$ cat config.mk
export PLATFORM = sky130hd
export DESIGN_NAME = key_event
export DESIGN_NICKNAME = d
export VERILOG_FILES = /design/src/rtl/key_event.sv
export SDC_FILE = /design/constraint.sdc
export NUM_CORES = 1
export LEC_CHECK = 0
export ABC_AREA = 0
export CORE_ASPECT_RATIO = 0.5
export CORE_MARGIN = 4
export CORE_UTILIZATION = 40
export CTS_CLUSTER_DIAMETER = 150
export DETAILED_ROUTE_END_ITERATION = 8
export PLACE_DENSITY = 0.65
export SYNTH_ARGS = -nofsm -noshare
export SYNTH_HDL_FRONTEND = slang
export SYNTH_SLANG_ARGS = --single-unit
$ cat constraint.sdc
create_clock -name clk -period 6 [get_ports clk]
set_input_delay 0.6 -clock clk [delete_from_list [all_inputs] [get_ports clk]]
set_output_delay 0.6 -clock clk [all_outputs]
set_load 0.005 [all_outputs]
$ cat src/rtl/key_event.sv
// key_event: turns the filtered key level into coded press events.
//   SHORT (1) on release before LONG_CYC high samples, LONG (2) on the
//   LONG_CYC-th consecutive high sample, optional REPEAT (3) while held.
//   Events leave through a one-deep valid/ready register; a sticky ovf
//   flag records any event dropped while the register was full.
// Optional feature macro: KEY_REPEAT_EN (enables REPEAT events).
// Ports:
//   clk       clock, all registers on posedge
//   rst       asynchronous reset, active-high
//   i         filtered key level, 1 = pressed
//   ev_valid  event pending
//   ev_code   1 = SHORT, 2 = LONG, 3 = REPEAT
//   ev_ready  consumer accepts when ev_valid && ev_ready
//   pressed   1 while the FSM is outside IDLE
//   ovf       sticky event-dropped flag
//   ovf_clr   clears ovf (a same-cycle set wins)
module key_event #(
  parameter int unsigned LONG_CYC   = 8,
  parameter int unsigned REPEAT_CYC = 4,
  parameter int unsigned CNT_W      = 16
) (
  input  logic       clk,
  input  logic       rst,
  input  logic       i,
  output logic       ev_valid,
  output logic [1:0] ev_code,
  input  logic       ev_ready,
  output logic       pressed,
  output logic       ovf,
  input  logic       ovf_clr
);

  localparam int unsigned CODE_W = 2;
  localparam logic [CODE_W-1:0] CODE_SHORT  = CODE_W'(1);
  localparam logic [CODE_W-1:0] CODE_LONG   = CODE_W'(2);
  localparam logic [CNT_W-1:0]  LONG_LAST   = CNT_W'(LONG_CYC - 1);
  localparam logic [CNT_W-1:0]  CNT_ALL1    = '1;
`ifdef KEY_REPEAT_EN
  localparam logic [CODE_W-1:0] CODE_REPEAT = CODE_W'(3);
  localparam logic [CNT_W-1:0]  REP_LAST    = CNT_W'(REPEAT_CYC - 1);
`endif

  // Elaboration-time parameter sanity check
  if (REPEAT_CYC < 1 || LONG_CYC < 2 || LONG_CYC > (2**CNT_W) - 1) begin : g_bad_cfg
    $error("key_event: illegal LONG_CYC/REPEAT_CYC/CNT_W combination");
  end

  typedef enum logic [1:0] {
    IDLE  = 2'd0,
    PRESS = 2'd1,
    HOLD  = 2'd2
  } state_t;

  state_t              r_state;
  logic [CNT_W-1:0]    r_cnt;
  logic                r_ev_valid;
  logic [CODE_W-1:0]   r_ev_code;
  logic                r_pressed;
  logic                r_ovf;

  state_t              w_state_nxt;
  logic [CNT_W-1:0]    w_cnt_nxt;
  logic                w_det;
  logic [CODE_W-1:0]   w_det_code;

  // Next state, hold counter and event detection for the current sample
  always_comb begin
    w_state_nxt = r_state;
    w_cnt_nxt   = r_cnt;
    w_det       = 1'b0;
    w_det_code  = CODE_SHORT;
    case (r_state)
      IDLE: begin
        if (i) begin
          w_state_nxt = PRESS;
          w_cnt_nxt   = CNT_W'(1);
        end
      end
      PRESS: begin
        if (!i) begin
          w_det       = 1'b1;
          w_det_code  = CODE_SHORT;
          w_state_nxt = IDLE;
          w_cnt_nxt   = '0;
        end else if (r_cnt == LONG_LAST) begin
          w_det       = 1'b1;
          w_det_code  = CODE_LONG;
          w_state_nxt = HOLD;
          w_cnt_nxt   = '0;
        end else begin
          w_cnt_nxt   = r_cnt + CNT_W'(1);
        end
      end
      HOLD: begin
        if (!i) begin
          w_state_nxt = IDLE;
          w_cnt_nxt   = '0;
        end else begin
`ifdef KEY_REPEAT_EN
          if (r_cnt == REP_LAST) begin
            w_det      = 1'b1;
            w_det_code = CODE_REPEAT;
            w_cnt_nxt  = '0;
          end else
`endif
          if (r_cnt != CNT_ALL1) w_cnt_nxt = r_cnt + CNT_W'(1);
        end
      end
      default: begin
        w_state_nxt = IDLE;
        w_cnt_nxt   = '0;
      end
    endcase
  end

  // FSM state, counter and registered outputs
  always_ff @(posedge clk or posedge rst) begin
    if (rst) begin
      r_state    <= IDLE;
      r_cnt      <= '0;
      r_ev_valid <= 1'b0;
      r_ev_code  <= '0;
      r_pressed  <= 1'b0;
      r_ovf      <= 1'b0;
    end else begin
      r_state   <= w_state_nxt;
      r_cnt     <= w_cnt_nxt;
      r_pressed <= (w_state_nxt != IDLE);
      // A full register that is being drained this cycle can take a new event
      if (w_det) begin
        if (!r_ev_valid || ev_ready) begin
          r_ev_valid <= 1'b1;
          r_ev_code  <= w_det_code;
        end
      end else if (r_ev_valid && ev_ready) begin
        r_ev_valid <= 1'b0;
      end
      // Drop wins over a simultaneous clear
      if (w_det && r_ev_valid && !ev_ready) r_ovf <= 1'b1;
      else if (ovf_clr)                     r_ovf <= 1'b0;
    end
  end

  assign ev_valid = r_ev_valid;
  assign ev_code  = r_ev_code;
  assign pressed  = r_pressed;
  assign ovf      = r_ovf;

endmodule

==> results.sh <==
export IMPL_drc=0
export IMPL_dp_final_hpwl_um=1880
export IMPL_grt_max_degree=24
export IMPL_crit_buf_inv=1
export IMPL_pin_count=10
export IMPL_seqCellArea_um2=576
export IMPL_path_max_fanout=12
export IMPL_wl_met1_um=1410
export IMPL_initial_core_util=0.427
export IMPL_htreeDepth=1
export IMPL_slew_limit_headroom=0.436
export IMPL_rsz0062_at_grt="no"
export IMPL_cp_cell_sequence="clkdlybuf4s50_1 -> nand4b_1 -> or3_1 -> o21ai_2 -> nor2_2 -> a22o_1"
export IMPL_crit_required_ns=6.15
export IMPL_diodes=0
export IMPL_place_congestion=0.774
export IMPL_row_count=14
export IMPL_synth_nets=141
export IMPL_met3_length_um=132
export IMPL_grt_pass1_wl_um=4350
export IMPL_fin_cells=185
export IMPL_gr_total_overflow=0
export IMPL_routed_wl_um=2660
export IMPL_power_density_nw_per_um2=196
export IMPL_dieArea_um2=4310
export IMPL_clkSinkCount=23
export IMPL_grt_pass1_vias=899
export IMPL_worst_pin_slew_ns=0.844
export IMPL_ir_worst_vdd_mv=0.137
export IMPL_cts_resized=0
export IMPL_crit_family="buffers and inverters"
export IMPL_crit_path_start="i"
export IMPL_hp_class="register to register"
export IMPL_setup_viol=0
export IMPL_drt_initial_drc_count=79
export IMPL_io_buffers=9
export IMPL_fin_tns_setup_ns=0
export IMPL_met2WireLength_um=1100
export IMPL_critPathArrivalTime_ns=2.67
export IMPL_fill_cells=283
export IMPL_ys_types=43
export IMPL_fin_skew_ns=0.00448
export IMPL_antenna_found_initial=0
export IMPL_status="completed"
export IMPL_dieHeight_um=48.5
export IMPL_grt_use_total=0.125
export IMPL_p_leak_nw=0.594
export IMPL_max_stage_delay_ns=0.73
export IMPL_cts_buffers=3
export IMPL_cts_tree="yes"
export IMPL_yosysWarnings=0
export IMPL_placed_cells=181
export IMPL_ant_nets=0
export IMPL_reg2reg_from="r_cnt[0]$_DFFE_PP0P_"
export IMPL_core_um2=3070
export IMPL_post_cts_buffers=0
export IMPL_cts_hold_buf=0
export IMPL_synth_area_um2=1310
export IMPL_cts_path_max_buffers=2
export IMPL_clk_latency_ns=0.26
export IMPL_avgSynthCellArea_um2=9.70
export IMPL_fin_crit_sh=0.419
export IMPL_layout_common_cells="dfrtp_1 (23), nand2_1 (11), clkdlybuf4s50_1 (9)"
export IMPL_dieWidth_um=88.9
export IMPL_final_common_cell="dfrtp_1"
export IMPL_clkTransAtPathRegs_ns=0.08
export IMPL_synth_edf_count=0
export IMPL_critical_path_class="primary input to register"
export IMPL_finalCriticalPeriod_ns=2.51
export IMPL_syn_inst=135
export IMPL_slowest_stage="clkdlybuf4s50_1"
export IMPL_synthFlopType="dfrtp_1"
export IMPL_final_layout_size_suffix_gt1_frac=0.0897
export IMPL_topRoutingLayerUsed="met4"
export IMPL_synthArstFlopShare=1.00
export IMPL_synth_seq_area_share=0.439
export IMPL_start_kind="primary input"
export IMPL_drtPass1Iterations=4
export IMPL_hold_viol=0
export IMPL_num_vias=1070
export IMPL_worstHoldStart="ev_code[1]$_DFFE_PP0P_"
export IMPL_fin_nets=152
export IMPL_ys_seq_elements=23
export IMPL_endpoint_kind="register"
export IMPL_cts_root_buf="clkbuf_8"
export IMPL_cap_violations=0
export IMPL_area_growth_pct=12.3
export IMPL_fmax_ghz=0.398
export IMPL_via_per_inst=5.78
export IMPL_total_power_w=0.000288
export IMPL_avgRoutedWirePerCell_um=14.4
export IMPL_drv_slew=0
export IMPL_multi_input_area_um2=688
[logic make-up (layout without fill, tap and decap cells)]
logic type	after synthesis	after routing	synth area share
AO/OA/AOI/OAI	42	42	0.224
adder cells (fa/ha/maj)	1	1	0.00955
multiplexers	2	2	0.0153
buffers and inverters	9	19	0.0353
flip-flops	23	23	0.439
AND/OR/NAND/NOR	58	58	0.276
[layer usage]
layer | vias up | track usage
li1 | 531 | -
met1 | 510 | 0.194
met2 | 27 | 0.175
met3 | 2 | 0.0322
met4 | 0 | 0.0223
met5 | - | 0
[final timing paths]
check                      slack, ns  cells after the start                      to
max                             3.49                      6    r_cnt[3]$_DFFE_PP0P_
min                             0.52                      1  ev_code[1]$_DFFE_PP0P_
max reg2reg                     3.73                      6    r_cnt[7]$_DFFE_PP0P_
min reg2reg                     0.52                      1  ev_code[1]$_DFFE_PP0P_
max in group asynchronous       4.67                      2    r_state[0]$_DFF_PP0_
min in group asynchronous       0.81                      2    r_cnt[0]$_DFFE_PP0P_
[final cells by class]
cell class              instances  share of cell area
inverters                       6              0.0153
well taps                      40              0.0340
flip-flops and latches         23               0.391
multi-input cells             103               0.468
clock buffers                   4              0.0306
repair buffers                  9              0.0612
[flip-flops by register name (all words and copies together), names as in the netlist]
| name | cells |
|---|---|
| r_state | 2 |
| ev_code | 2 |
| pressed | 1 |
| ev_valid | 1 |
| ovf | 1 |
| r_cnt | 16 |
[cell usage after synthesis, types with 2 or more instances]
cell      number  area share
a21oi_1        7       0.027
a22o_1         7       0.047
a31o_2         2       0.013
and3_1         6       0.029
and4_1         2       0.013
dfrtp_1       23        0.44
inv_1          6       0.017
mux2i_1        2       0.015
nand2_1       11       0.032
nand2b_1       2      0.0095
nand3_1        6       0.023
nand4_1        2      0.0095
nor2_1         5       0.014
nor2b_1        4       0.019
nor3_1         5       0.019
o21a_1         2       0.011
o21ai_0        5       0.019
o21ai_1        8       0.031
o22ai_1        2      0.0095
or3_1          3       0.014
or4_1          3       0.017
[power by group]
part           internal, W  switching (W)  total [W]
clock            0.0000473      0.0000470  0.0000943
sequential        0.000159     0.00000341   0.000162
combinational    0.0000140      0.0000171  0.0000311
total             0.000220      0.0000675   0.000288
[per-stage QoR]
stage / util / setup WS, ns / hold slack, ns / cell area [um2]
floorplan: - / 4.08 / 0.484 / 1310
global placement: 0.465 / 3.29 / 0.493 / 1430
detailed placement: 0.465 / 3.23 / 0.487 / 1430
CTS: 0.480 / 3.50 / 0.508 / 1470
global route: 0.480 / 3.36 / 0.521 / 1470
finish: 0.480 / 3.49 / 0.517 / 1470
No activity file was read; power rests on OpenSTA's default activity.
